File: src/rtl/icache_pkg.sv
// rtl/icache_pkg.sv - shared types, line geometry and address helpers for the instruction cache
package icache_pkg;

    typedef enum logic [1:0] {
        IDLE      = 2'd0,
        LOOKUP    = 2'd1,
        MISS_WAIT = 2'd2
    } state_t;

    localparam int LINE_BYTES = 8;
    localparam int OFFSET_W   = 3;
    localparam int MAX_ADDR_W = 64;

    // Callers zero-extend narrower addresses into this width and slice the result back.
    function automatic logic [MAX_ADDR_W-1:0] line_align(input logic [MAX_ADDR_W-1:0] addr);
        return {addr[MAX_ADDR_W-1:OFFSET_W], {OFFSET_W{1'b0}}};
    endfunction

endpackage

File: src/rtl/icache_line_array.sv
// rtl/icache_line_array.sv - valid/tag/data line storage with combinational read and one write port
module icache_line_array
    import icache_pkg::*;
#(
    parameter int NUM_LINES = 16,
    parameter int TAG_W     = 25
) (
    input  logic                         clk,
    input  logic                         reset,
    input  logic [$clog2(NUM_LINES)-1:0] i_rd_idx,
    output logic                         o_rd_valid,
    output logic [TAG_W-1:0]             o_rd_tag,
    output logic [LINE_BYTES*8-1:0]      o_rd_data,
    input  logic                         i_we,
    input  logic [$clog2(NUM_LINES)-1:0] i_wr_idx,
    input  logic [TAG_W-1:0]             i_wr_tag,
    input  logic [LINE_BYTES*8-1:0]      i_wr_data,
    input  logic                         i_clear_all
);

    logic [NUM_LINES-1:0]      r_valid;
    logic [TAG_W-1:0]          r_tag  [NUM_LINES];
    logic [LINE_BYTES*8-1:0]   r_data [NUM_LINES];

    always_ff @(posedge clk or negedge reset) begin
        if (!reset) begin
            r_valid <= '0;
        end else if (i_clear_all) begin
            r_valid <= '0;
        end else if (i_we) begin
            r_valid[i_wr_idx] <= 1'b1;
        end
    end

    // Tag and data carry no reset; a line is only trusted through its valid bit.
    always_ff @(posedge clk) begin
        if (i_we) begin
            r_tag[i_wr_idx]  <= i_wr_tag;
            r_data[i_wr_idx] <= i_wr_data;
        end
    end

    assign o_rd_valid = r_valid[i_rd_idx];
    assign o_rd_tag   = r_tag[i_rd_idx];
    assign o_rd_data  = r_data[i_rd_idx];

endmodule

File: src/rtl/icache_fill_controller.sv
// rtl/icache_fill_controller.sv - direct-mapped icache fetch/refill controller; ICACHE_STATS_EN adds hit/miss counters
module icache_fill_controller
    import icache_pkg::*;
#(
    parameter int NUM_LINES = 16,
    parameter int ADDR_W    = 32
) (
    input  logic              clk,
    input  logic              reset,
    input  logic              cpu_req,
    input  logic [ADDR_W-1:0] cpu_addr,
    input  logic              flush,
    output logic              cpu_ready,
    output logic [31:0]       cpu_instr,
    output logic              busy,
    output logic [ADDR_W-1:0] address,
    output logic              cache_miss,
    input  logic [63:0]       block,
    input  logic              cache_write
`ifdef ICACHE_STATS_EN
    ,
    output logic [31:0]       hit_count,
    output logic [31:0]       miss_count
`endif
);

    localparam int IDX_W = $clog2(NUM_LINES);
    localparam int TAG_W = ADDR_W - OFFSET_W - IDX_W;

    state_t              r_state;
    state_t              w_next_state;
    logic [ADDR_W-1:0]   r_req_addr;
    logic                r_cpu_ready;
    logic [31:0]         r_cpu_instr;
    logic                r_busy;
    logic [ADDR_W-1:0]   r_address;
    logic                r_cache_miss;

    logic                w_next_ready;
    logic [31:0]         w_next_instr;
    logic [ADDR_W-1:0]   w_next_address;
    logic                w_next_miss;
    logic                w_latch_req;
    logic                w_we;
    logic                w_clear_all;
    logic                w_hit;

    logic [IDX_W-1:0]    w_req_idx;
    logic [TAG_W-1:0]    w_req_tag;
    logic                w_rd_valid;
    logic [TAG_W-1:0]    w_rd_tag;
    logic [63:0]         w_rd_data;
    logic [MAX_ADDR_W-1:0] w_aligned_full;
    logic [ADDR_W-1:0]   w_aligned;

    assign w_req_idx      = r_req_addr[OFFSET_W +: IDX_W];
    assign w_req_tag      = r_req_addr[ADDR_W-1 -: TAG_W];
    assign w_aligned_full = line_align(MAX_ADDR_W'(r_req_addr));
    assign w_aligned      = w_aligned_full[ADDR_W-1:0];
    assign w_hit          = w_rd_valid && (w_rd_tag == w_req_tag);

    icache_line_array #(
        .NUM_LINES (NUM_LINES),
        .TAG_W     (TAG_W)
    ) u_lines (
        .clk         (clk),
        .reset       (reset),
        .i_rd_idx    (w_req_idx),
        .o_rd_valid  (w_rd_valid),
        .o_rd_tag    (w_rd_tag),
        .o_rd_data   (w_rd_data),
        .i_we        (w_we),
        .i_wr_idx    (w_req_idx),
        .i_wr_tag    (w_req_tag),
        .i_wr_data   (block),
        .i_clear_all (w_clear_all)
    );

    always_comb begin
        w_next_state   = r_state;
        w_next_ready   = 1'b0;
        w_next_instr   = r_cpu_instr;
        w_next_address = r_address;
        w_next_miss    = r_cache_miss;
        w_latch_req    = 1'b0;
        w_we           = 1'b0;
        w_clear_all    = 1'b0;
        case (r_state)
            IDLE: begin
                if (flush) begin
                    w_clear_all = 1'b1;
                end else if (cpu_req) begin
                    w_latch_req  = 1'b1;
                    w_next_state = LOOKUP;
                end
            end
            LOOKUP: begin
                if (w_hit) begin
                    w_next_ready = 1'b1;
                    w_next_instr = r_req_addr[2] ? w_rd_data[63:32] : w_rd_data[31:0];
                    w_next_state = IDLE;
                end else begin
                    w_next_miss    = 1'b1;
                    w_next_address = w_aligned;
                    w_next_state   = MISS_WAIT;
                end
            end
            MISS_WAIT: begin
                // Strobes outside this state never reach the array.
                if (cache_write) begin
                    w_we         = 1'b1;
                    w_next_miss  = 1'b0;
                    w_next_state = LOOKUP;
                end
            end
            default: w_next_state = IDLE;
        endcase
    end

    always_ff @(posedge clk or negedge reset) begin
        if (!reset) begin
            r_state      <= IDLE;
            r_req_addr   <= '0;
            r_cpu_ready  <= 1'b0;
            r_cpu_instr  <= '0;
            r_busy       <= 1'b0;
            r_address    <= '0;
            r_cache_miss <= 1'b0;
        end else begin
            r_state      <= w_next_state;
            r_cpu_ready  <= w_next_ready;
            r_cpu_instr  <= w_next_instr;
            r_busy       <= (w_next_state != IDLE);
            r_address    <= w_next_address;
            r_cache_miss <= w_next_miss;
            if (w_latch_req) begin
                r_req_addr <= cpu_addr;
            end
        end
    end

    assign cpu_ready  = r_cpu_ready;
    assign cpu_instr  = r_cpu_instr;
    assign busy       = r_busy;
    assign address    = r_address;
    assign cache_miss = r_cache_miss;

`ifdef ICACHE_STATS_EN
    logic        r_refill_lookup;
    logic [31:0] r_hit_count;
    logic [31:0] r_miss_count;

    // The lookup that follows a refill always hits and is not a real hit.
    always_ff @(posedge clk or negedge reset) begin
        if (!reset) begin
            r_refill_lookup <= 1'b0;
            r_hit_count     <= '0;
            r_miss_count    <= '0;
        end else begin
            if (r_state == MISS_WAIT && cache_write) begin
                r_refill_lookup <= 1'b1;
            end else if (r_state == LOOKUP) begin
                r_refill_lookup <= 1'b0;
            end
            if (r_state == LOOKUP && w_hit && !r_refill_lookup && r_hit_count != 32'hFFFF_FFFF) begin
                r_hit_count <= r_hit_count + 32'd1;
            end
            if (r_state == LOOKUP && !w_hit && r_miss_count != 32'hFFFF_FFFF) begin
                r_miss_count <= r_miss_count + 32'd1;
            end
        end
    end

    assign hit_count  = r_hit_count;
    assign miss_count = r_miss_count;
`endif

endmodule

File: config.mk
export PLATFORM = sky130hd
export DESIGN_NAME = icache_fill_controller
export DESIGN_NICKNAME = d
export VERILOG_FILES = /design/src/rtl/icache_pkg.sv /design/src/rtl/icache_line_array.sv /design/src/rtl/icache_fill_controller.sv
export SDC_FILE = /design/constraint.sdc
export NUM_CORES = 1
export LEC_CHECK = 0
export BUFFER_PORTS_ARGS = -buffer_cell sky130_fd_sc_hd__buf_4
export CORE_UTILIZATION = 60
export DETAILED_ROUTE_END_ITERATION = 10
export PLACE_DENSITY = 0.81
export SETUP_SLACK_MARGIN = 0.05
export SKIP_CTS_REPAIR_TIMING = 1
export SLEW_MARGIN = 20
export SYNTH_ARGS = -nofsm -noshare
export SYNTH_HDL_FRONTEND = slang
export SYNTH_SLANG_ARGS = --single-unit
export TNS_END_PERCENT = 10
File: constraint.sdc
create_clock -name clk -period 12.08 [get_ports clk]
set_clock_uncertainty 0.1 [all_clocks]
set_input_delay 1.208 -clock clk [delete_from_list [all_inputs] [get_ports clk]]
set_output_delay 1.208 -clock clk [all_outputs]
set_load 0.005 [all_outputs]
==> flow_metrics.py, run 1 <==
metrics = {
    "clock_network": {
        "clk_pin_slew_ps": 60,
        "worstSkewPairLatency_ps": 770,
        "cts_buffers": 149,
        "cts_tree": "yes",
        "clockBufferDepth": 3,
        "cts_sinks": 1536,
        "cts_max_level": 4,
        "root_buffer": "clkbuf_16",
    },
    "die": {
        "die_w_um": 317,
        "die-area_um2": 100000,
        "ios": 168,
        "num_rows": 115,
        "fp.dieH_um": 317,
        "start_util_pct": 60.5,
        "core-area_um2": 98300,
    },
    "critical_path": {
        "cp.arrival_ps": 7200,
        "cp_slowest_cell": "buf_4",
        "cp_max_fo": 52,
        "rr_endpoint": "address[9]",
        "path_class": "reg2reg",
        "ff2ff_path_depth": 12,
        "rr_startpoint": "r_req_addr[6]",
        "crit_path_start_kind": "register",
        "path_cells": "buf_4, buf_4, mux2i_1, a22o_1, a221oi_1, xor2_1, nor4_1, o2111ai_1, or4_4, o31ai_4, buf_4, mux2_4",
        "crit_path_end_kind": "register",
        "required_ps": 12620,
        "critPathMostFrequentCell": "buf_4",
        "reg2reg_slack_ps": 5420,
        "critPathMaxStageDelay_ps": 940,
    },
    "global_route": {
        "grt_max_degree": 110,
        "grt_pass1_vias": 29800,
        "grt_pass1_wl_mm": 206,
        "antenna_found_initial": 9,
        "grt-ovfl-total": 0,
        "track_usage_pct": 29.4,
    },
    "logic_synthesis": {
        "ys.flop_type": "edfxtp_1",
        "netlist_top_cells_count": "edfxtp_1, mux4_2, mux2i_1",
        "yosysMostFrequentCell": "edfxtp_1",
        "synth.top_cell.area_share_pct": 72.0,
        "syn_avg_cell_area_um2": 22.8,
        "synth.area.top_cells": "edfxtp_1, mux4_2, dfrtp_1, mux2i_1, mux2_2",
        "ys_ff_latch": 1536,
        "synth-edff-count": 1424,
        "seq_area_frac_synth_pct": 76.7,
        "ys_types": 63,
        "synth_top_area_cell": "edfxtp_1",
        "syn_area_um2": 59400,
        "synth_warnings": 0,
        "synthArstFlopShare_pct": 7.29,
        "syn_inst": 2605,
    },
    "job": {
        "drv_cap": 0,
    },
    "outcome": {
        "status": "finished clean",
    },
    "timing": {
        "period_minus_slack_ps": 6660,
        "max_freq_mhz": 150,
        "rsz0062_at_grt": "no",
        "slew_headroom_pct": 23.5,
        "fin_setup_tns_ps": 0,
        "min_period_over_period_pct": 55.1,
        "worst_pin_slew_ps": 1150,
        "hold_viol": 0,
        "layout_setup_ws_ps": 5420,
        "slew_violations": 0,
        "setup_viol_count_final": 0,
    },
    "drt": {
        "wl_per_cell_um": 33.9,
        "drtPass1Iterations": 6,
        "ant_nets": 0,
        "vias_per_cell": 6.88,
        "via_count": 29200,
        "first_iter_violations": 3868,
        "drc_errors": 0,
        "drt_wl_total_mm": 144,
    },
    "finish": {
        "area_growth_pct": 12.4,
        "nets": 2938,
        "finalInstanceArea_um2": 66800,
        "fin_util_pct": 67.9,
        "final_layout_size_suffix_gt1_share_pct": 32.2,
    },
    "place": {
        "pre_cts_slack_ps": 5450,
        "dp_hpwl_mm": 72.3,
        "place_area_um2": 62100,
        "gp_congestion": 0.829,
        "port_buffers": 162,
    },
    "worst_hold_path": {
        "hold_class": "in2async",
    },
    "power_and_ir_drop": {
        "powerDensity_nw_per_um2": 230,
        "vdd_drop_max_uv": 168,
        "p_leak_nw": 22.0,
    },
}
[sequential cells by signal, indices dropped and copies added (netlist names)]
signal           count
u_lines.r_data    1024
u_lines.r_tag      400
cpu_instr           32
r_req_addr          30
address             29
u_lines.r_valid     16
r_state              2
busy                 1
cache_miss           1
cpu_ready            1
[stage by stage]
step	cells	total power (W)	hold slack [ps]
finish	4250	0.0154	332
global route	4250	0.0158	334
CTS	4248	0.0154	306
detailed placement	3973	0.0109	379
global placement	3973	0.0108	368
floorplan	2607	0.00962	359
[layer usage]
layer / GRT usage (%) / vias to the layer above / share of wire (%)
li1: - / 11400 / -
met1: 39.0 / 15300 / 35
met2: 48.1 / 2118 / 51
met3: 5.85 / 345 / 10
met4: 12.4 / 10 / 4.1
met5: 0 / - / 0.046
[cells by family after synthesis]
| kind of cell | after synthesis | synth area share [%] |
|---|---|---|
| flip-flops | 1536 | 76.7 |
| multiplexers | 619 | 18.6 |
| buffers and inverters | 152 | 1.39 |
| AO/OA/AOI/OAI | 137 | 1.71 |
| AND/OR/NAND/NOR | 128 | 1.08 |
| XOR/XNOR | 32 | 0.472 |
| other | 1 | 0.00631 |
[worst max path at each step]
stage / from / to
detailed placement: r_req_addr[4] / address[9]
finish: r_req_addr[6] / address[9]
global route: r_req_addr[4] / address[23]
global placement: r_req_addr[4] / address[18]
floorplan: r_req_addr[6] / u_lines.r_data[12][0]
CTS: r_req_addr[4] / address[9]
[worst max-delay path, delay by kind of cell, from the launching register on]
| family | cells | cell delay (ps) |
|---|---|---|
| flops | 1 | 780 |
| simple gates | 2 | 950 |
| xor+xnor | 1 | 180 |
| mux | 2 | 580 |
| buf+inv | 3 | 2190 |
| compound gates | 4 | 1640 |
[where the power goes]
| part | switching (W) | internal (W) | total, W |
|---|---|---|---|
| Sequential | 0.000428 | 0.00627 | 0.00670 |
| Clock | 0.00201 | 0.00250 | 0.00451 |
| Combinational | 0.00216 | 0.00201 | 0.00417 |
| Total | 0.00460 | 0.0108 | 0.0154 |
[layout make-up]
cell class                 count  area (µm²)
sequential                  1536       45600
fill                        5646       31500
multi-input combinational    919       13200
clock buffer                 194        3990
timing repair buffer         222        1700
tap                         1287        1610
clock inverter                81         704
inverter                       9        33.8
antenna                        2        5.00
[cell usage in the layout (no fill, tap or decap), drive strengths merged, types with 14 or more instances in the layout]
master and n:
clkbuf 194, o21a 17, nor2 27, inv 19, clkinv 63, xor2 14
buf 222, xnor2 18, edfxtp 1424, dfrtp 112, nor3 15, nand2 34
mux4 368, mux2 130, a22oi 31, mux2i 121, o21ai 18
Power figures use the tool's default switching activity.
==> inputs of run 2 (changes only) <==
==> constraint.sdc (replaced) <==
create_clock -name clk -period 6.3 [get_ports clk]
set_clock_uncertainty 0.1 [all_clocks]
set_input_delay 0.63 -clock clk [delete_from_list [all_inputs] [get_ports clk]]
set_output_delay 0.63 -clock clk [all_outputs]
set_load 0.005 [all_outputs]
==> flow_metrics.py, run 2 (same netlist as run 1, synthesis figures left out) <==
metrics = {
    "finish": {
        "final_layout_size_suffix_gt1_share_pct": 32.1,
        "nets": 2955,
        "largest_reg_flops": 1024,
        "fin_util_pct": 68.5,
        "layout_common_cells": "edfxtp_1, mux4_2, buf_4, clkbuf_16, mux2i_1",
        "regMostFlops": "u_lines.r_data",
        "area_growth_pct": 13.2,
        "final_common_cell": "edfxtp_1",
    },
    "die": {
        "ios": 168,
        "die-area_um2": 100000,
        "core-area_um2": 98300,
        "start_util_pct": 60.5,
        "num_rows": 115,
        "die_w_um": 317,
        "fp.dieH_um": 317,
    },
    "critical_path": {
        "crit_path_start_kind": "register",
        "cp.arrival_ps": 5750,
        "reg2reg_slack_ps": 1070,
        "rr_startpoint": "r_req_addr[4]",
        "path_class": "reg2reg",
        "required_ps": 6820,
        "rr_endpoint": "address[12]",
        "cp_max_fo": 39,
        "crit_path_end_kind": "register",
        "ff2ff_path_depth": 9,
    },
    "clock_network": {
        "clockBufferDepth": 3,
        "root_buffer": "clkbuf_16",
        "cts_sinks": 1536,
        "cts_max_level": 4,
        "cts_tree": "yes",
        "worstSkewPairLatency_ps": 780,
        "clk_pin_slew_ps": 60,
        "cts_buffers": 146,
    },
    "drt": {
        "first_iter_violations": 3889,
        "vias_per_cell": 6.88,
        "ant_nets": 0,
        "wl_per_cell_um": 34.3,
        "drc_errors": 0,
        "drtPass1Iterations": 5,
        "via_count": 29300,
        "drt_wl_total_mm": 146,
    },
    "timing": {
        "min_period_over_period_pct": 83.0,
        "setup_viol_count_final": 0,
        "slew_headroom_pct": 18.9,
        "slew_violations": 0,
        "rsz0062_at_grt": "no",
        "max_freq_mhz": 191,
        "hold_viol": 0,
        "period_minus_slack_ps": 5230,
        "worst_pin_slew_ps": 1220,
    },
    "place": {
        "dp_hpwl_mm": 73.5,
        "port_buffers": 162,
        "gp_congestion": 0.834,
    },
    "global_route": {
        "grt_max_degree": 101,
        "grt-ovfl-total": 0,
        "track_usage_pct": 29.9,
        "antenna_found_initial": 9,
        "grt_pass1_wl_mm": 210,
        "grt_pass1_vias": 30500,
    },
    "worst_hold_path": {
        "min_to": "r_req_addr[26]",
        "worstHoldPathCells": 2,
        "hold_class": "in2reg",
        "worstHoldStart": "cpu_addr[26]",
    },
    "job": {
        "drv_cap": 0,
    },
    "power_and_ir_drop": {
        "vdd_drop_max_uv": 346,
        "powerDensity_nw_per_um2": 442,
        "power_w": 0.0298,
        "p_leak_nw": 22.2,
    },
    "outcome": {
        "status": "finished clean",
    },
}
==> run 2: power by group <==
group	total (W)	switching, W	internal [W]
logic	0.00807	0.00420	0.00387
registers	0.0130	0.000929	0.0120
clock network	0.00874	0.00389	0.00485
==> run 2: through the flow <==
| step | cell area, µm² | setup slack [ps] | hold slack, ps | setup TNS, ps | cells |
|---|---|---|---|---|---|
| after floorplan | 59400 | -543 | 234 | -477600 | 2607 |
| final | 67300 | 1070 | 4.61 | 0 | 4263 |
| after CTS | 67100 | 1150 | -283 | 0 | 4240 |
| after global placement | 62300 | 1470 | 368 | 0 | 3973 |
| after detailed placement | 62300 | 1360 | 379 | 0 | 3973 |
| after global routing | 67300 | 1090 | 1.92 | 0 | 4262 |
==> run 2: worst max-delay path by stage <==
stage | from | endpoint | slack (ps) | cells past startpoint
floorplan | r_req_addr[6] | u_lines.r_data[13][0] | -540 | 11
CTS | r_req_addr[4] | address[12] | 1150 | 9
detailed placement | r_req_addr[4] | address[12] | 1360 | 11
global placement | r_req_addr[6] | address[22] | 1470 | 10
finish | r_req_addr[4] | address[12] | 1070 | 9
global route | r_req_addr[4] | address[12] | 1090 | 9
==> run 2: area by class of cell <==
| cell class | instances | area [µm²] |
|---|---|---|
| Sequential cell | 1536 | 45600 |
| Fill cell | 5510 | 31000 |
| Multi-Input combinational cell | 919 | 13200 |
| Clock buffer | 175 | 3810 |
| Timing Repair Buffer | 242 | 2100 |
| Tap cell | 1287 | 1610 |
| Clock inverter | 92 | 957 |
| Inverter | 9 | 33.8 |
| Antenna cell | 3 | 7.51 |
==> run 2: critical path: stages (launching register included) <==
cell and delay [ps]:
dfrtp_4 750, nor2b_1 1010, a221oi_1 280, xor2_1 220, nor4_1 490, a21oi_1 240, or4_4 630, o31ai_4 520
buf_4 450, mux2_4 350
==> run 2: layer usage <==
| metal | vias to the layer above | part of all wire [%] | global-route usage (%) |
|---|---|---|---|
| li1 | 11500 | - | - |
| met4 | 4 | 4.6 | 14.0 |
| met2 | 1998 | 51 | 49.5 |
| met1 | 15500 | 35 | 38.5 |
| met5 | - | 0.023 | 0 |
| met3 | 346 | 9.1 | 6.04 |
